## config.mk

```make
export PLATFORM = sky130hd
export DESIGN_NAME = regfile_wb_sched
export DESIGN_NICKNAME = d
export VERILOG_FILES = /design/src/rtl/regfile_wb_sched.sv
export SDC_FILE = /design/constraint.sdc
export NUM_CORES = 1
export LEC_CHECK = 0
export BUFFER_PORTS_ARGS = -buffer_cell sky130_fd_sc_hd__buf_4
export CAP_MARGIN = 20
export CORE_MARGIN = 2
export CORE_UTILIZATION = 45
export DETAILED_ROUTE_END_ITERATION = 10
export PLACE_DENSITY = 0.73
export SLEW_MARGIN = 20
export SYNTH_ARGS = -nofsm -noshare
export SYNTH_HDL_FRONTEND = slang
export SYNTH_SLANG_ARGS = --single-unit
```

## constraint.sdc

```tcl
create_clock -name clk -period 5.95 [get_ports clk]
set_clock_uncertainty 0.1 [all_clocks]
set_input_delay 0.2975 -clock clk [delete_from_list [all_inputs] [get_ports clk]]
set_output_delay 0.2975 -clock clk [all_outputs]
set_load 0.01 [all_outputs]
```

## src/rtl/regfile_wb_sched.sv

```systemverilog
// regfile_wb_sched
// Scheduler for the single regfile write port. It arbitrates between the
// in-order pipeline writeback and results from the long-latency (mul/div)
// unit. Long results are buffered in a small FIFO. The block tracks busy
// destination registers for long ops in flight and raises the issue-stage
// stall on hazards.
//
// Ports:
//   clk, rst (synchronous, active-low)
//   iss_valid/iss_long/iss_rd          : instruction issuing this cycle
//   chk_rs1/chk_rs2/chk_rd/chk_long    : instruction sitting in issue
//   stall                              : issue must hold
//   pwb_valid/pwb_addr/pwb_data        : pipeline writeback request
//   pipe_hold                          : pipeline writeback not taken
//   lwb_valid/lwb_addr/lwb_data        : long-unit result
//   lwb_ready                          : result FIFO can accept
//   rf_wena/rf_waddr/rf_wdata          : regfile write port
module regfile_wb_sched #(
    parameter int DEPTH    = 2,
    parameter int MAX_WAIT = 3,
    parameter int MAX_OUT  = 4
) (
    input  logic        clk,
    input  logic        rst,
    input  logic        iss_valid,
    input  logic        iss_long,
    input  logic [4:0]  iss_rd,
    input  logic [4:0]  chk_rs1,
    input  logic [4:0]  chk_rs2,
    input  logic [4:0]  chk_rd,
    input  logic        chk_long,
    output logic        stall,
    input  logic        pwb_valid,
    input  logic [4:0]  pwb_addr,
    input  logic [63:0] pwb_data,
    output logic        pipe_hold,
    input  logic        lwb_valid,
    output logic        lwb_ready,
    input  logic [4:0]  lwb_addr,
    input  logic [63:0] lwb_data,
    output logic        rf_wena,
    output logic [4:0]  rf_waddr,
    output logic [63:0] rf_wdata
);
    localparam int PW = (DEPTH > 1) ? $clog2(DEPTH) : 1;
    localparam int CW = $clog2(DEPTH + 1);
    localparam int WW = $clog2(MAX_WAIT + 1);
    localparam int OW = $clog2(MAX_OUT + 1);
    localparam logic [CW-1:0] DEPTH_C    = CW'(DEPTH);
    localparam logic [WW-1:0] MAX_WAIT_C = WW'(MAX_WAIT);
    localparam logic [OW-1:0] MAX_OUT_C  = OW'(MAX_OUT);

    // Result storage has no reset so it can map onto distributed/block RAM.
    logic [4:0]  fifo_addr_mem [DEPTH];
    logic [63:0] fifo_data_mem [DEPTH];

    logic [PW-1:0] wr_ptr_q, wr_ptr_d;
    logic [PW-1:0] rd_ptr_q, rd_ptr_d;
    logic [CW-1:0] count_q, count_d;
    logic [WW-1:0] wait_q, wait_d;
    logic [OW-1:0] out_q, out_d;
    logic [31:0]   busy_q, busy_d;

    logic        fifo_empty, fifo_full, push, pop;
    logic        force_pop, pwb_req, pipe_win;
    logic        long_iss;
    logic [4:0]  head_addr;
    logic [63:0] head_data;

    always_comb begin
        fifo_empty = (count_q == '0);
        fifo_full  = (count_q == DEPTH_C);
        head_addr  = fifo_addr_mem[rd_ptr_q];
        head_data  = fifo_data_mem[rd_ptr_q];

        // Ready comes from the registered count only: a full FIFO never
        // accepts, even if the head drains in the same cycle.
        lwb_ready  = rst & ~fifo_full;
        push       = lwb_valid & lwb_ready;

        // Starvation guard: after MAX_WAIT lost cycles the head takes the port.
        force_pop  = ~fifo_empty & (wait_q == MAX_WAIT_C);
        pwb_req    = pwb_valid & (pwb_addr != 5'd0);
        pipe_win   = pwb_req & ~force_pop;
        pop        = ~fifo_empty & ~pipe_win;
        long_iss   = iss_valid & iss_long;

        rf_wena   = 1'b0;
        rf_waddr  = 5'd0;
        rf_wdata  = 64'd0;
        pipe_hold = 1'b0;
        if (rst) begin
            pipe_hold = pwb_req & ~pipe_win;
            if (pipe_win) begin
                rf_wena  = 1'b1;
                rf_waddr = pwb_addr;
                rf_wdata = pwb_data;
            end else if (pop) begin
                // An x0 head is drained without touching the regfile.
                rf_wena  = (head_addr != 5'd0);
                rf_waddr = head_addr;
                rf_wdata = head_data;
            end
        end

        stall = ~rst | busy_q[chk_rs1] | busy_q[chk_rs2] | busy_q[chk_rd]
              | (chk_long & (out_q == MAX_OUT_C));

        wr_ptr_d = push ? wr_ptr_q + PW'(1) : wr_ptr_q;
        rd_ptr_d = pop  ? rd_ptr_q + PW'(1) : rd_ptr_q;
        count_d  = count_q;
        if (push && !pop)      count_d = count_q + CW'(1);
        else if (!push && pop) count_d = count_q - CW'(1);

        if (fifo_empty || pop)     wait_d = '0;
        else if (wait_q != MAX_WAIT_C) wait_d = wait_q + WW'(1);
        else                       wait_d = wait_q;

        out_d = out_q;
        if (long_iss && !pop)      out_d = out_q + OW'(1);
        else if (!long_iss && pop) out_d = out_q - OW'(1);

        // Clear first so a same-cycle set of the same register wins.
        busy_d = busy_q;
        if (pop && head_addr != 5'd0) busy_d[head_addr] = 1'b0;
        if (long_iss && iss_rd != 5'd0) busy_d[iss_rd] = 1'b1;
        busy_d[0] = 1'b0;
    end

    always_ff @(posedge clk) begin
        if (!rst) begin
            wr_ptr_q <= '0;
            rd_ptr_q <= '0;
            count_q  <= '0;
            wait_q   <= '0;
            out_q    <= '0;
            busy_q   <= '0;
        end else begin
            wr_ptr_q <= wr_ptr_d;
            rd_ptr_q <= rd_ptr_d;
            count_q  <= count_d;
            wait_q   <= wait_d;
            out_q    <= out_d;
            busy_q   <= busy_d;
        end
    end

    always_ff @(posedge clk) begin
        if (push) begin
            fifo_addr_mem[wr_ptr_q] <= lwb_addr;
            fifo_data_mem[wr_ptr_q] <= lwb_data;
        end
    end

    // Interface contract checks.
    a_no_issue_on_stall: assert property (@(posedge clk) disable iff (!rst)
        !(iss_valid && stall));
    a_push_le_outstanding: assert property (@(posedge clk) disable iff (!rst)
        push |-> (32'(count_q) < 32'(out_q)));
    a_pwb_not_busy: assert property (@(posedge clk) disable iff (!rst)
        !(pwb_valid && busy_q[pwb_addr]));
endmodule

```

---- Word level (Yosys, flattened, before mapping) ----
Memory sizes are Yosys's and may differ from the RTL's. A register that Yosys moved wholly into a read port is not among the register bits.
Index checks and enable logic that the tools add are counted.
storage, ports and cells
  bits in registers ....................... 41
  bits in writable memories ............... 138
  output and inout bits ................... 73
  memories ................................ 2
cells by class
  $add $sub $neg .......................... 7
  magnitude comparators ................... 7
  equality and inequality tests ........... 4
  multiplexer cells ....................... 32
  bitwise gates (word level) .............. 21
  reductions and logical operators ........ 19
memories
  memory         words  bits a word  rd ports  clocked after Yosys merged registers in  write ports  line  source
  fifo_data_mem  2      64           1         1                                        1            55    logic [63:0] fifo_data_mem [DEPTH];
  fifo_addr_mem  2      5            1         1                                        1            54    logic [4:0] fifo_addr_mem [DEPTH];
operators with widths
  operator                                                                              number
  64-bit two-way mux                                                                    3
  32-bit two-way mux                                                                    2
  32-bit AND                                                                            1
  32-bit NOT                                                                            1
  32-bit bitwise OR                                                                     1
  5-bit by 6-bit < comparator with 1-bit output (second input constant)                 5
  1-bit binary-select mux with 5-bit select                                             3
  1-bit two-way mux                                                                     15
  5-bit two-way mux                                                                     3
  5-bit nonzero test                                                                    3
  1-bit demux with 5-bit select                                                         2
  5-bit by 1-bit greater-or-equal comparator with 1-bit output (second input constant)  2
  1-bit AND                                                                             9
  1-bit logical AND                                                                     8
  3-bit two-way mux                                                                     2
  1-bit NOT                                                                             5
  2-bit by 1-bit adder with 2-bit output (second input constant)                        2
  2-bit equality test (second input constant)                                           2
  2-bit two-way mux                                                                     2
  1-bit bitwise OR                                                                      4
  2-bit nonzero test                                                                    2
  3-bit by 1-bit adder with 3-bit output (second input constant)                        1
  3-bit equality test (second input constant)                                           1
  1-bit zero test                                                                       3
  other kinds (7)                                                                       8

---- Depth between registers and ports, before layout ----
  word-level depth ........................ 11
  depth in mapped cells ................... 10
  depth with buffers taken out ............ 10

---- Worst setup path after synthesis ----
Ideal clock, no wire load.
  kind .................................... in2reg
  start point ............................. input rst
  end point ............................... memory fifo_addr_mem[0][0], enable pin
  setup time .............................. 0.498 ns
  data arrival time ....................... 4.045 ns
  data required time ...................... 5.352 ns
  path slack .............................. 1.307 ns
  stages .................................. 4
  cell sequence ........................... clkbuf_1 > a21boi_0 > nand2_1 > nor2_1
on the way
  cells in the longest elaborated chain, start to end .. 4
ends and longest elaborated chain
  what                                     line  source
  from (decl)                              24    input logic rst,
  1-bit AND                                78    lwb_ready = rst & ~fifo_full;
  named net lwb_ready                      38    output logic lwb_ready,
  1-bit AND                                79    push = lwb_valid & lwb_ready;
  1-bit two-way mux                        149   if (push) begin
  1-bit two-way mux (implied by the code)  150   fifo_addr_mem[wr_ptr_q] <= lwb_addr;
  to (decl)                                54
The timed path passes the listed nets, and every way through them passes these cells.

---- Final worst setup path ----
  start point ............................. register count_q[0]
  end point ............................... output rf_wdata[35]
on the way
  cells in the longest elaborated chain, start to end .. 10
ends and longest elaborated chain
  what                    line    source
  from (decl)             59      logic [CW-1:0] count_q, count_d;
  from (signal assigned)  141     count_q <= count_d;
  2-bit zero test (*)     71      fifo_empty = (count_q == '0);
  1-bit NOT (*)           82, 85
  1-bit AND               82      force_pop = ~fifo_empty & (wait_q == MAX_WAIT_C);
  1-bit NOT               84      pipe_win = pwb_req & ~force_pop;
  1-bit AND               84
  1-bit NOT               85      pop = ~fifo_empty & ~pipe_win;
  1-bit AND               85
  64-bit two-way mux      98      end else if (pop) begin
  64-bit two-way mux (*)  94      if (pipe_win) begin
  64-bit two-way mux (*)  92      if (rst) begin
  to (decl)               43      output logic [63:0] rf_wdata
Mark *: on every way between the ends. The rest lies on a longest branch, timed or not.

==> key figures <==
Global route
  – Number of global-route vias before repair: between 6000 and 7000
  – Initial antenna violation count: 0
  – Global-route wire length before repair: ~34000 um
  – Overflow left after global routing: 0
  – Pin count of the biggest net entering global routing: 70
  – All-Layer GR Usage: between 20 and 25%

Yosys
  – Average instance area after synthesis: ~12 um^2
  – Flip-flop cell with the highest count after synthesis: sky130_fd_sc_hd__edfxtp_1
  – Leading cell types by total area after synthesis: sky130_fd_sc_hd__edfxtp_1 (49%), sky130_fd_sc_hd__dfxtp_1 (9.8%), sky130_fd_sc_hd__mux2i_1 (8.8%), sky130_fd_sc_hd__o21ai_0 (5.5%), sky130_fd_sc_hd__mux4_2 (4.8%)
  – Most instantiated library cell after synthesis: sky130_fd_sc_hd__edfxtp_1
  – Synth cell types: 57
  – Count of mapped cells out of synthesis: 678
  – Top post-synthesis cells by count: sky130_fd_sc_hd__edfxtp_1 (138), sky130_fd_sc_hd__nand2_1 (93), sky130_fd_sc_hd__o21ai_0 (93)
  – Sequential-to-total area share from yosys stat: 59.19%
  – Number of synthesized register bits: 179
  – Synth warnings: 0
  – Cell taking the most area after synthesis: sky130_fd_sc_hd__edfxtp_1
  – Net count of the mapped netlist: 847
  – Share of Yosys cell area claimed by the top area cell type: 49.40%
  – Cell area after synthesis: approximately 8400 um^2
  – Proportion of register bits with asynchronous set or reset after synthesis: 0%
  – Number of synthesized flops with an enable pin: ~140

Floorplanning
  – Chip Width: roughly 140 um
  – Number of top-level design ports: roughly 240
  – Vertical die dimension: 140.5 um
  – Initial core utilization: between 40% and 50%
  – Std-Cell Rows: just under 50
  – Core Region: ~18000 um^2
  – Area enclosed by the die boundary: slightly below 20000 um^2

Timing
  – Final cycle utilization of the critical path: 55.55%
  – Min Clock Period, post-route: approximately 3300 ps
  – Max-slew headroom at the worst pin: a little over a third
  – Timing-limited maximum frequency: 0.3026 GHz
  – Number of failing hold endpoints at the final stage: 0
  – Slew of the pin with the lowest slew margin: 971.3 ps
  – RSZ-0062 raised after global routing: no
  – Max Slew Vio Count: 0
  – Number of setup violations in the final report: 0
  – Setup TNS: 0 ps

Layout
  – Filler cell count in the final layout: 1350
  – Number of diodes added for antenna fixing: 0
  – Proportion of layout cells with a drive suffix above 1: between 30% and 40%
  – Post-route design area: approximately 12000 um^2
  – Layout Area Growth over Synthesis: 37.96%
  – Net count reported at finish: around 1100

Worst setup path
  – Buffers and inverters on the worst path: 2
  – R2R Path End: fifo_data_mem[0][0]$_DFFE_PP_
  – Highest fanout seen on the critical path: 36
  – Slowest library cell on the worst path: sky130_fd_sc_hd__a21oi_4
  – Crit path DAT: approximately 2900 ps
  – Worst setup path class: register to output port
  – Number of cells traversed by the worst register-to-register path: 5
  – Ordered cell list for the critical path: or2_2, a21oi_4, buf_4, nand2_1, o21ai_0, buf_4
  – Critical path endpoint category: output port
  – CP Launch Type: register
  – Longest individual stage delay on the worst path: just under 800 ps
  – Most Frequent Cell on Critical Path: sky130_fd_sc_hd__buf_4
  – Setup slack, reg-to-reg: between 3000 and 4000 ps
  – Delay-heaviest family, CP: compound AO/OA/AOI/OAI gates
  – Data required time of the worst path: roughly 5600 ps
  – Origin of the critical flop-to-flop path: count_q[0]$_SDFFE_PN0P_

Clock network
  – Clock sink count: approximately 180
  – Clock tree from TritonCTS: yes
  – Total clock buffers created by CTS: 17
  – Number of setup buffers added after CTS: 0
  – Max Buffers Root-to-Sink: 2
  – Insertion delay of the later-clocked pin in the worst-skew pair: 420 ps
  – Post-CTS clock slew at the launch and capture registers of the worst setup and hold paths: around 70 ps
  – Number of H-tree branching levels: 4
  – Buffer type at the clock tree root: sky130_fd_sc_hd__clkbuf_16

Min path
  – Worst min-delay path startpoint: iss_rd[0]
  – Hold Path Sink: busy_q[16]$_SDFF_PN0_
  – Worst Hold Class: input port to register
  – Hold Crit Depth: 2

Power and ir drop
  – Maximum vdd drop: between 200 and 250 uV
  – Power density of the placed cells: between 300 and 400 nW/um^2
  – Leakage Power: approximately 4.3 nW

Drt
  – Remaining routing DRC violations: 0
  – Average wire per standard cell: 18.20 um
  – Number of vias per cell: 5.529
  – Number of violations reported at the end of detailed-routing iteration 0: about 550
  – Aggregate routed wire length: 21960 um
  – Routed via count: 6673
  – First drt pass iteration count: 8
  – Antenna violation net count after detailed routing: 0

Run
  – Reported max-cap violation count: 0

Run status
  – Outcome: finished, final reports clean

Placement
  – Final HPWL DP: about 15000 um
  – Final weighted congestion in routability-driven placement: a little over 0.9
  – Placement Cell Area: 10300 um^2
  – Count of input and output buffers: 237
flip-flops by register name, indices dropped and copies added, names as in the netlist, named ones only:
signal,cells
busy_q,31
count_q,2
fifo_addr_mem,10
fifo_data_mem,128
out_q,3
rd_ptr_q,1
wait_q,2
wr_ptr_q,1
power breakdown:
group / internal (mW) / switching, mW
Clock: 0.621 / 0.474
Sequential: 1.46 / 0.0803
Combinational: 0.417 / 0.471
Total: 2.50 / 1.03
cells by family after synthesis:
group                    Yosys count  share of synthesized area, %
AND/OR/NAND/NOR                  177                         10.40
adder cells (fa/ha/maj)            4                        0.6862
AO/OA/AOI/OAI                    163                         11.92
XOR/XNOR                           5                        0.5222
flip-flops                       179                         59.19
buffers and inverters             53                         2.953
multiplexers                      97                         14.33
cell usage in the layout, fill, tap and decap left out, types with 4 or more instances in the layout:
cell / netlist / routed
sky130_fd_sc_hd__inv_1: 12 / 12
sky130_fd_sc_hd__mux2i_1: 74 / 74
sky130_fd_sc_hd__nand3b_1: 6 / 6
sky130_fd_sc_hd__o211ai_1: 18 / 18
sky130_fd_sc_hd__buf_4: 1 / 240
sky130_fd_sc_hd__mux4_2: 18 / 18
sky130_fd_sc_hd__nor4_1: 8 / 8
sky130_fd_sc_hd__or3_1: 4 / 4
sky130_fd_sc_hd__nor3b_1: 8 / 8
sky130_fd_sc_hd__nand2b_1: 4 / 4
sky130_fd_sc_hd__and2_1: 5 / 5
sky130_fd_sc_hd__nor3_1: 8 / 8
sky130_fd_sc_hd__dfxtp_1: 41 / 40
sky130_fd_sc_hd__mux2_2: 5 / 5
sky130_fd_sc_hd__clkbuf_16: 0 / 17
sky130_fd_sc_hd__clkinvlp_4: 0 / 5
sky130_fd_sc_hd__o21ai_1: 10 / 10
sky130_fd_sc_hd__nand2_1: 93 / 93
sky130_fd_sc_hd__edfxtp_1: 138 / 138
sky130_fd_sc_hd__dlygate4sd3_1: 0 / 69
sky130_fd_sc_hd__nor2b_1: 6 / 6
sky130_fd_sc_hd__a21boi_0: 14 / 14
sky130_fd_sc_hd__nand3_1: 8 / 8
sky130_fd_sc_hd__o21ai_0: 93 / 93
sky130_fd_sc_hd__nor2_1: 13 / 12
per-stage QoR:
step | total power [mW] | hold slack (ps) | setup WS, ps | cells | utilization [%]
after floorplan | 2.076 | 296.4 | 1307 | 678 | -
after global placement | 2.404 | 325.6 | 2872 | 1106 | 56.74
after detailed placement | 2.417 | 326.9 | 2868 | 1106 | 56.74
after CTS | 3.543 | 35.96 | 2665 | 1207 | 63.77
after global routing | 3.668 | 68.49 | 2468 | 1207 | 63.77
final | 3.521 | 59.87 | 2645 | 1207 | 63.77
per-layer routing:
layer	routed length (um)	global-route usage (%)
met1	8969	27.90
met2	11320	38.88
met3	1302	4.444
met4	367	7.263
met5	0	0
area by class of cell:
cell class / instances / area [um^2] / share of cell area, %
Timing Repair Buffer: 309 / 2492 / 21.54
Inverter: 12 / 45.04 / 0.3892
Tap cell: 229 / 286.5 / 2.476
Sequential cell: 179 / 4969 / 42.93
Clock inverter: 15 / 158.9 / 1.373
Clock buffer: 17 / 425.4 / 3.676
Multi-Input combinational cell: 446 / 3196 / 27.61
how the worst max path moves through the flow:
stage                            start                       endpoint  slack [ps]  cells past startpoint
2_1_floorplan                      rst  fifo_addr_mem[0][0]$_DFFE_PP_        1310                      4
3_3_place_gp               pwb_addr[1]                   rf_wdata[59]        2870                      6
3_5_place_dp               pwb_addr[1]                   rf_wdata[59]        2870                      6
4_1_cts        count_q[0]$_SDFFE_PN0P_                   rf_wdata[10]        2670                      6
5_1_grt        count_q[0]$_SDFFE_PN0P_                   rf_wdata[10]        2470                      6
6_report       count_q[0]$_SDFFE_PN0P_                   rf_wdata[35]        2640                      6
repair_timing:
item | CTS | global route
setup endpoints to repair | 0 | 0
endpoints found under the hold margin | 138 | 0
hold buffers | 69 | 0
gates resized for setup | 0 | 0
Note: power is estimated with default switching activity, not from simulation.
